===== config.mk =====
export PLATFORM = sky130hd
export DESIGN_NAME = serial_mag_comparator
export DESIGN_NICKNAME = d
export VERILOG_FILES = /design/src/rtl/serial_mag_comparator.sv
export SDC_FILE = /design/constraint.sdc
export NUM_CORES = 1
export LEC_CHECK = 0
export CAP_MARGIN = 25
export CORE_MARGIN = 1
export CORE_UTILIZATION = 54
export CTS_BUF_LIST = sky130_fd_sc_hd__clkbuf_4
export DETAILED_ROUTE_END_ITERATION = 8
export PLACE_DENSITY = 0.81
export SKIP_CTS_REPAIR_TIMING = 1
export SYNTH_ARGS = -nofsm -noshare
export SYNTH_HDL_FRONTEND = slang
export SYNTH_SLANG_ARGS = --single-unit

===== constraint.sdc =====
create_clock -name clk -period 2.3 [get_ports clk]
set_input_delay 0.23 -clock clk [delete_from_list [all_inputs] [get_ports clk]]
set_output_delay 0.23 -clock clk [all_outputs]
set_load 0.01 [all_outputs]

===== src/rtl/serial_mag_comparator.sv =====
// Bit-serial MSB-first magnitude comparator: captures A/B on start, resolves one bit per clock,
// and reports registered lt/gt/eq with a one-cycle done pulse.
module serial_mag_comparator #(
  parameter int WIDTH      = 8,
  parameter bit EARLY_EXIT = 1'b1
) (
  input  logic                         clk,
  input  logic                         rst,
  input  logic                         start,
  input  logic [WIDTH-1:0]             a,
  input  logic [WIDTH-1:0]             b,
  output logic                         busy,
  output logic                         done,
  output logic                         lt,
  output logic                         gt,
  output logic                         eq,
  output logic [$clog2(WIDTH+1)-1:0]   cycles
);

  localparam int CW = $clog2(WIDTH + 1);
  localparam logic [CW-1:0] ONE = CW'(1);

  typedef enum logic [1:0] {IDLE, COMPARE, DONE} state_t;

  state_t          state_q, state_d;
  logic [WIDTH-1:0] sa_q, sa_d, sb_q, sb_d;
  logic [CW-1:0]   cnt_q, cnt_d, cycles_q, cycles_d;
  logic            busy_q, busy_d, done_q, done_d;
  logic            lt_q, lt_d, gt_q, gt_d, eq_q, eq_d;
  logic            bit_l, bit_g, bit_e;

  // Same L/G/E relation as the 1-bit comparator, applied to the current MSBs.
  assign bit_l = ~sa_q[WIDTH-1] &  sb_q[WIDTH-1];
  assign bit_g =  sa_q[WIDTH-1] & ~sb_q[WIDTH-1];
  assign bit_e = ~(sa_q[WIDTH-1] ^ sb_q[WIDTH-1]);

  always_comb begin
    state_d  = state_q;
    sa_d     = sa_q;
    sb_d     = sb_q;
    cnt_d    = cnt_q;
    cycles_d = cycles_q;
    busy_d   = busy_q;
    done_d   = done_q;
    lt_d     = lt_q;
    gt_d     = gt_q;
    eq_d     = eq_q;
    case (state_q)
      IDLE: begin
        if (start) begin
          sa_d     = a;
          sb_d     = b;
          cnt_d    = CW'(WIDTH);
          cycles_d = '0;
          lt_d     = 1'b0;
          gt_d     = 1'b0;
          eq_d     = 1'b0;
          busy_d   = 1'b1;
          state_d  = COMPARE;
        end
      end
      COMPARE: begin
        cycles_d = cycles_q + ONE;
        if (EARLY_EXIT && !bit_e) begin
          lt_d    = bit_l;
          gt_d    = bit_g;
          eq_d    = 1'b0;
          done_d  = 1'b1;
          busy_d  = 1'b0;
          state_d = DONE;
        end else begin
          sa_d  = sa_q << 1;
          sb_d  = sb_q << 1;
          cnt_d = cnt_q - ONE;
          // First difference wins; later bits never overwrite it.
          if (!lt_q && !gt_q) begin
            lt_d = bit_l;
            gt_d = bit_g;
          end
          if (cnt_q == ONE) begin
            eq_d    = ~(lt_d | gt_d);
            done_d  = 1'b1;
            busy_d  = 1'b0;
            state_d = DONE;
          end
        end
      end
      DONE: begin
        done_d  = 1'b0;
        state_d = IDLE;
      end
      default: state_d = IDLE;
    endcase
  end

  always_ff @(posedge clk) begin
    if (rst) begin
      state_q  <= IDLE;
      sa_q     <= '0;
      sb_q     <= '0;
      cnt_q    <= '0;
      cycles_q <= '0;
      busy_q   <= 1'b0;
      done_q   <= 1'b0;
      lt_q     <= 1'b0;
      gt_q     <= 1'b0;
      eq_q     <= 1'b0;
    end else begin
      state_q  <= state_d;
      sa_q     <= sa_d;
      sb_q     <= sb_d;
      cnt_q    <= cnt_d;
      cycles_q <= cycles_d;
      busy_q   <= busy_d;
      done_q   <= done_d;
      lt_q     <= lt_d;
      gt_q     <= gt_d;
      eq_q     <= eq_d;
    end
  end

  assign busy   = busy_q;
  assign done   = done_q;
  assign lt     = lt_q;
  assign gt     = gt_q;
  assign eq     = eq_q;
  assign cycles = cycles_q;

endmodule


==> impl_metrics.toml, run 1 <==
[cts]
root_buffer = "clkbuf_4"
h-tree-depth = 2
clkSlewWorstSetupHoldPaths_ns = 0.10
clock-sinks = 31
clock_insertion_delay_at_the_later_pin_of_the_skew_report_ns = 0.33
clockBufferDepth = 2
cts_inserted_buffers = 5
tritoncts = "done"

[outcome]
outcome = "finished with violations"
violations = "design-rule violations"

[global_routing]
use_met1_pct = 23.68
number_of_antenna_violations_at_the_first_check_in_global_routing = 0
groute.layer.met3.usage_pct = 6.682
grt_first_pass_wirelength_um = 5540
grt_pass1_vias = 1307
globalRouteTotalUtil_pct = 22.60
grt_use_met2_pct = 41.33
gr-total-overflow = 0
grt_start_max_net_pins = 32
gr-max-usage-layer = "met2"

[yosys]
yosysWarnings = 0
post-synth-top-count-cell = "dfxtp_1"
yosysTopAreaCell = "dfxtp_1"
netlist-cell-type-count = 33
syn_area_mm2 = 0.001620
syn-mean-instance-area_um2 = 9.312
synth_top_cells_by_count = "dfxtp_1 (31), nor2_1 (28), mux2i_1 (15)"
synth.top_cell.area_share_pct = 38.30
synth-edff-count = 0
synth_ff_type = "dfxtp_1"
area_contributors_post_synth = "dfxtp_1 (38%), a211oi_2 (11%), mux2i_1 (9.3%)"
synthesis.instances = 174
mappedNetlistNets = 202
postSynth.asyncResetShare_pct = 0
ys_seq_elements = 31
yosysSeqAreaShare_pct = 38.30

[power_and_ir_drop]
irDropWorstVdd_v = 0.0007716
power.density_cell_area_mw_per_mm2 = 1262
leakage_power_nw = 0.7291

[place]
place_congestion = 0.7370
place_hpwl_um = 2339
buffer_ports.inserted = 27
placedCellCount = 226

[worst_setup_path]
setup.worst_path.end_class = "flip-flop"
worstPathMaxFanout = 28
critPathSlowestCell = "ha_1"
worst_ep_required_time_ns = 2.55
crit_type = "reg -> reg"
path_cells = "inv_1, ha_1, nand2b_1, and2_1, buf_4, nor2_1, a211oi_2"
startpoint_type = "flip-flop"
ff2ff_path_depth = 7
worst-endpoint-arrival_ns = 2.14
worst_path_largest_cell_delay_ns = 0.41

[drt]
detail_route.wl_per_cell_um = 13.91
drt-vias-per-instance = 5.594
final_antenna_net_count = 0
detail_route.first_pass.iterations = 6
route.vias.total = 1309
drc = 8
detail_route.wirelength_um = 3254
drt-initial-drc-count = 41

[sta]
final_hold_viol_count = 0
timing_worst_slew_pin_value_ns = 0.5089
max_freq_ghz = 0.5296
timing.final.max_slew_violations = 0
fin_crit_sh_pct = 82.09
worst_case_headroom_to_the_max_slew_limit_pct = 66.00
fin_tns_setup_ns = 0
period_needed_ns = 1.888
unrepaired_setup_endpoints_after_global_routing = "no"
timing.final.setup_violations = 0
fin_worst_skew_ns = 0.01121

[die]
io_pins = 28
placementRows = 19
core-area_mm2 = 0.002805
design.die.area_mm2 = 0.003223
start_util_pct = 57.76
fp.dieW_um = 56.78
chipHeight_um = 56.78

[run]
max_cap_violations = 0

[cells_and_area]
n_fill_cell = 251
post_route_cells_drive_above_1_share_pct = 14.29
postLayoutCoreUtil_pct = 69.54
antenna_cells_inserted = 0
instances_no_fill = 234
nNetsFinal = 230
area_grow_syn2layout_pct = 20.39

[min_path]
worstHoldPathType = "reg -> reg"
hold-path-cell-count = 2
-- area by class of cell --
class,count,area [µm²],share of cell area [%]
inverters,7,26.28,1.347
multi-input cells,126,907.1,46.50
well taps,31,38.79,1.988
clock buffers,7,52.55,2.694
repair buffers,31,300.3,15.39
clock inverters,1,5.005,0.2566
flip-flops and latches,31,620.6,31.82
-- logic make-up after synthesis --
family | share of synthesized area (%)
AND/OR/NAND/NOR | 16.53
adder cells (fa/ha/maj) | 6.950
buffers and inverters | 5.714
XOR/XNOR | 1.081
flip-flops | 38.30
AO/OA/AOI/OAI | 20.54
multiplexers | 10.89
-- final timing paths --
check	startpoint	end	slack [ns]
max	sa_q[7]$_SDFFE_PP0P_	sa_q[2]$_SDFFE_PP0P_	0.41
min reg2reg	cnt_q[1]$_SDFFE_PP0P_	cnt_q[1]$_SDFFE_PP0P_	0.48
min	cnt_q[1]$_SDFFE_PP0P_	cnt_q[1]$_SDFFE_PP0P_	0.48
max reg2reg	sa_q[7]$_SDFFE_PP0P_	sa_q[2]$_SDFFE_PP0P_	0.41
-- worst max-delay path: cells and delay by family (launching register included) --
kind	cells	cell delay, ns
buffers and inverters	2	0.37
AO/OA/AOI/OAI	1	0.20
adder cells (fa/ha/maj)	1	0.41
AND/OR/NAND/NOR	3	0.46
flip-flops	1	0.37
-- metal layers --
| metal | up-vias | share of wire [%] |
|---|---|---|
| li1 | 664 | - |
| met1 | 612 | 43 |
| met2 | 27 | 51 |
| met3 | 6 | 4.9 |
| met4 | 0 | 1.5 |
| met5 | - | 0 |
-- placed cells by master, fill, tap and decap left out, types with 5 or more instances in the layout --
cell type / Yosys / final
a21oi_1: 8 / 8
nor2_1: 28 / 28
o21ai_0: 5 / 5
clkdlybuf4s50_1: 0 / 27
inv_1: 7 / 7
nand2_1: 10 / 10
dfxtp_1: 31 / 31
clkbuf_4: 0 / 7
a211oi_2: 14 / 14
mux2i_1: 15 / 15
ha_1: 9 / 9
-- sequential cells by signal, indices dropped and copies added, names as in the netlist --
| signal | count |
|---|---|
| busy | 1 |
| cnt_q | 4 |
| cycles | 4 |
| done | 1 |
| eq | 1 |
| gt | 1 |
| lt | 1 |
| sa_q | 8 |
| sb_q | 8 |
| state_q | 2 |
-- report_power, final --
group          internal, mW  switching (mW)
Combinational         0.572           0.707
Sequential            0.736           0.127
Clock                 0.142           0.178
-- through the flow --
step           power [mW]  cell area, µm²  hold WS [ns]  setup WS [ns]
5_1_grt             2.662            1951        0.5220         0.2575
2_1_floorplan       1.907            1620        0.3087         0.5884
3_3_place_gp        2.088            1893        0.4609         0.4565
4_1_cts             2.486            1951        0.4852         0.4188
6_report            2.462            1951        0.4800         0.4118
3_5_place_dp        2.155            1893        0.4722         0.4405
No activity file was read; power rests on OpenSTA's default activity.
==> inputs of run 2 (changes only) <==
- CORE_UTILIZATION: 54 -> 49
- PLACE_DENSITY: 0.81 -> 0.78
- clock period: 2.3 -> 1.6 ns (I/O delays scaled with it)
==> run 2 against run 1 <==
  * The run now ends clean
  * Register-to-register slack worse by 0.37 ns
  * Setup slack got worse by 0.37 ns
  * First-iteration DRC count up 22%
  * Die area is 9.8% higher
  * Global-route usage is 0.56 points lower
  * Sequential cell count unchanged
==> impl_metrics.toml, run 2 (synthesized netlist as in run 1, its figures left out) <==
[sta]
timing.final.max_slew_violations = 0
fin_crit_sh_pct = 97.14
period_needed_ns = 1.554
final_hold_viol_count = 0
final_critical_path_setup_slack_ns = 0.04572
timing.final.setup_violations = 0
max_freq_ghz = 0.6434
fin_hold_ws_ns = 0.4535
fin_worst_skew_ns = 0.008895
timing_worst_slew_pin_value_ns = 0.3087
worst_case_headroom_to_the_max_slew_limit_pct = 79.38

[cells_and_area]
antenna_cells_inserted = 0
layout_top_registers = "sa_q x8, sb_q x8"
n_fill_cell = 261
area_grow_syn2layout_pct = 35.60
instances_no_fill = 256
post_route_cells_drive_above_1_share_pct = 29.25
most_frequent_cells_in_the_layout = "dfxtp_1 (27), clkdlybuf4s50_1 (27), nor2_1 (18)"
area_of_the_multi_input_gates_mm2 = 0.001027
design_area_mm2 = 0.002197
nNetsFinal = 239
seq_area_um2 = 628.1

[worst_setup_path]
worst_path_largest_cell_delay_ns = 0.37
r2r-start = "state_q[0]$_SDFFE_PP0P_"
crit_type = "reg -> reg"
worst_ep_required_time_ns = 1.82
worst-r2r-setup-slack_ns = 0.05
worstPathMaxFanout = 14
ff2ff_path_depth = 7
startpoint_type = "flip-flop"
path_cells = "inv_2, ha_4, mux2_4, and2_4, buf_12, nor2_1, a211oi_2"
worst-endpoint-arrival_ns = 1.77
setup.worst_path.end_class = "flip-flop"
rr_endpoint = "sb_q[1]$_SDFFE_PP0P_"
critPathSlowestCell = "dfxtp_4"

[place]
place_hpwl_um = 2464
place_congestion = 0.8072
placedCellCount = 247
post_dp_cell_area_mm2 = 0.002093
dpl_worst_slack_ns = -0.004272
buffer_ports.inserted = 27

[die]
design.die.area_mm2 = 0.003541
io_pins = 28
core-area_mm2 = 0.003103
start_util_pct = 52.22
chipHeight_um = 59.51
fp.dieW_um = 59.51
placementRows = 20

[drt]
final_antenna_net_count = 0
drc = 0
drt-vias-per-instance = 5.430
route.vias.total = 1390
drt-initial-drc-count = 50
detail_route.first_pass.iterations = 7
detail_route.wirelength_um = 3439
detail_route.wl_per_cell_um = 13.43

[min_path]
min_from = "a[0]"
hold-path-cell-count = 3
worstHoldEndpoint = "sa_q[0]$_SDFFE_PP0P_"
worstHoldPathType = "in -> reg"

[power_and_ir_drop]
power.density_cell_area_mw_per_mm2 = 1907
irDropWorstVdd_v = 0.0009165
leakage_power_nw = 0.8084
power.total_mw = 4.189

[cts]
clock-sinks = 31
clockBufferDepth = 2
clock_insertion_delay_at_the_later_pin_of_the_skew_report_ns = 0.33
cts_inserted_buffers = 5
clkSlewWorstSetupHoldPaths_ns = 0.09
root_buffer = "clkbuf_4"
tritoncts = "done"
h-tree-depth = 2

[outcome]
outcome = "completed"

[global_routing]
gr-total-overflow = 0
grt_first_pass_wirelength_um = 5809
globalRouteTotalUtil_pct = 22.04
number_of_antenna_violations_at_the_first_check_in_global_routing = 0
grt_start_max_net_pins = 32
grt_pass1_vias = 1378

[run]
max_cap_violations = 0
run 2: worst max-delay path by stage:
stage | cells after the start | slack [ns] | to | startpoint
floorplan | 9 | -0.02 | sa_q[7]$_SDFFE_PP0P_ | state_q[1]$_SDFFE_PP0P_
global placement | 7 | 0.06 | sb_q[6]$_SDFFE_PP0P_ | state_q[0]$_SDFFE_PP0P_
detailed placement | 7 | -0.004 | sb_q[2]$_SDFFE_PP0P_ | sa_q[7]$_SDFFE_PP0P_
CTS | 7 | -0.03 | sb_q[2]$_SDFFE_PP0P_ | sa_q[7]$_SDFFE_PP0P_
global route | 6 | -0.002 | eq$_SDFFE_PP0P_ | sa_q[7]$_SDFFE_PP0P_
finish | 7 | 0.05 | sb_q[1]$_SDFFE_PP0P_ | state_q[0]$_SDFFE_PP0P_
run 2: per-stage QoR:
stage                     utilization [%]  setup TNS (ns)
after detailed placement            67.46       -0.004738
after global routing                70.81       -0.001506
after global placement              67.46               0
after CTS                           69.15         -0.1140
final                               70.81               0
after floorplan                         -         -0.1283
run 2: cell type report:
type                    count  share of cell area [%]
repair buffers             40                   18.45
multi-input cells         126                   46.75
well taps                  44                   2.506
flip-flops and latches     31                   28.59
clock inverters             2                  0.3417
clock buffers               6                   2.050
inverters                   7                   1.310
run 2: worst max-delay path, delay by kind of cell (launching register included):
kind,cells,cell delay [ns]
flip-flops,1,0.37
multiplexers,1,0.33
AND/OR/NAND/NOR,2,0.29
buffers and inverters,2,0.23
adder cells (fa/ha/maj),1,0.16
AO/OA/AOI/OAI,1,0.06
run 2: power breakdown:
group,internal (mW),switching (mW)
Sequential,1.07,0.231
Combinational,1.24,1.21
Clock,0.179,0.252
run 2: layer usage:
metal  global-route usage [%]  part of all wire (%)  vias to the layer above
met5                        0                     0                        -
met4                    6.977                   1.5                        0
met3                    6.550                   4.3                        9
met2                    38.36                    50                       35
met1                    25.88                    44                      665
li1                         -                     -                      681
==> inputs of run 3 (changes only) <==
- CTS_BUF_LIST: sky130_fd_sc_hd__clkbuf_4 -> sky130_fd_sc_hd__clkbuf_2
==> run 3 against run 2 <==
  * Global-route usage is 0.37 points higher
  * Total power is 2.3% lower
  * Highest routed layer unchanged
  * Combinational power hardly changed
  * First-iteration DRC count is 34% higher
  * Hold slack worse by 0.042 ns
  * Die area stayed put
==> impl_metrics.toml, run 3 (synthesized netlist as in run 1, its figures left out) <==
[worst_setup_path]
startpoint_type = "flip-flop"
worstPathMaxFanout = 14
ff2ff_path_depth = 7
worst_ep_required_time_ns = 1.86
r2r-start = "state_q[0]$_SDFFE_PP0P_"
crit_type = "reg -> reg"
worst-endpoint-arrival_ns = 1.83
startpoint = "state_q[0]$_SDFFE_PP0P_"
setup.worst_path.end_class = "flip-flop"

[sta]
max_freq_ghz = 0.6376
timing.final.max_slew_violations = 0
fin_worst_skew_ns = 0.01232
final_critical_path_setup_slack_ns = 0.03156
period_needed_ns = 1.568
worst_case_headroom_to_the_max_slew_limit_pct = 79.86
final_hold_viol_count = 0
timing.final.setup_violations = 0
unrepaired_setup_endpoints_after_global_routing = "yes"
timing_worst_slew_pin_value_ns = 0.3015
fin_crit_sh_pct = 98.03

[power_and_ir_drop]
net_switching_share_of_the_total_power_pct = 41.17
p_switching_mw = 1.685
share_seq_of_total_power_pct = 31.8
power.density_cell_area_mw_per_mm2 = 1881
comb_power_share_pct = 59.5
cell_internal_pwr_mw = 2.408
p_clk_share_pct = 8.7
leakage_power_nw = 0.8052
power.total_mw = 4.093
irDropWorstVdd_v = 0.0009180

[drt]
route.vias.total = 1380
detail_route.wirelength_um = 3455
detail_route.first_pass.iterations = 4
final_antenna_net_count = 0
detail_route.wl_per_cell_um = 13.50
drt-initial-drc-count = 67
drc = 0
drt-vias-per-instance = 5.391

[die]
chipHeight_um = 59.51
io_pins = 28
design.die.area_mm2 = 0.003541
core-area_mm2 = 0.003103
fp.dieW_um = 59.51
start_util_pct = 52.22
placementRows = 20

[global_routing]
grt_pass1_vias = 1387
globalRouteTotalUtil_pct = 22.41
gr-total-overflow = 0
grt_first_pass_wirelength_um = 5823
number_of_antenna_violations_at_the_first_check_in_global_routing = 0
grt_start_max_net_pins = 32

[cts]
tritoncts = "done"
h-tree-depth = 2
clkSlewWorstSetupHoldPaths_ns = 0.15
root_buffer = "clkbuf_2"
clock_insertion_delay_at_the_later_pin_of_the_skew_report_ns = 0.37
cts_inserted_buffers = 5
clockBufferDepth = 2
clock-sinks = 31

[cells_and_area]
nNetsFinal = 239
antenna_cells_inserted = 0
area_of_the_multi_input_gates_mm2 = 0.001018
layout_top_registers = "sa_q x8, sb_q x8"
most_frequent_cells_in_the_layout = "clkdlybuf4s50_1 (27), dfxtp_1 (25), nor2_1 (18)"
post_route_cells_drive_above_1_share_pct = 28.77
n_fill_cell = 262
seq_area_um2 = 630.6
area_grow_syn2layout_pct = 34.29
commonest_non_fill_non_tap_cell_in_the_layout = "clkdlybuf4s50_1"

[min_path]
hold-path-cell-count = 3
worstHoldPathType = "in -> reg"
min_from = "a[0]"

[place]
place_congestion = 0.8072
dpl_worst_slack_ns = -0.004272
buffer_ports.inserted = 27
place_hpwl_um = 2464

[outcome]
outcome = "completed"

[run]
max_cap_violations = 0
-- run 3: through the flow --
stage	setup TNS, ns	cells	instance area [µm²]	utilization [%]	hold WS [ns]
floorplan	-0.1283	174	1725	-	0.2387
global placement	0	247	2093	67.46	0.4578
detailed placement	-0.004738	247	2093	67.46	0.4806
CTS	-0.1887	255	2131	68.67	0.4018
global route	-0.06946	256	2176	70.12	0.4098
finish	0	256	2176	70.12	0.4116
-- run 3: area by class of cell --
cell class | count | area share (%)
Clock buffer | 6 | 1.380
Clock inverter | 2 | 0.3450
Inverter | 7 | 1.323
Multi-Input combinational cell | 126 | 46.81
Sequential cell | 31 | 28.98
Tap cell | 44 | 2.530
Timing Repair Buffer | 40 | 18.63
-- run 3: critical path: stages (launching register included) --
cell	delay, ns
dfxtp_4	0.39
inv_2	0.08
ha_4	0.16
mux2_4	0.33
and2_4	0.17
buf_12	0.15
nor2_1	0.12
a211oi_2	0.06
-- run 3: power groups by stage --
stage                     Clock, mW  Sequential (mW)  Combinational, mW
after floorplan                   0             1.29               1.79
after global placement            0             1.28               2.23
after detailed placement          0             1.30               2.33
after CTS                     0.372             1.28               2.34
after global routing          0.412             1.35               2.67
final                         0.357             1.30               2.44
-- run 3: path summary, 6_finish.rpt --
kind | end | slack [ns]
setup / recovery | sb_q[2]$_SDFFE_PP0P_ | 0.03
hold / removal | sa_q[0]$_SDFFE_PP0P_ | 0.41
setup reg to reg | sb_q[2]$_SDFFE_PP0P_ | 0.03
hold reg to reg | cycles[3]$_SDFFE_PP0P_ | 0.50
-- run 3: routing by layer --
metal	up-vias	global-route usage (%)	wire, µm	part of all wire [%]
li1	680	-	-	-
met1	660	25.61	1463	42
met2	32	38.20	1720	50
met3	8	8.079	212	6.1
met4	0	8.306	59	1.7
met5	-	0	0	0
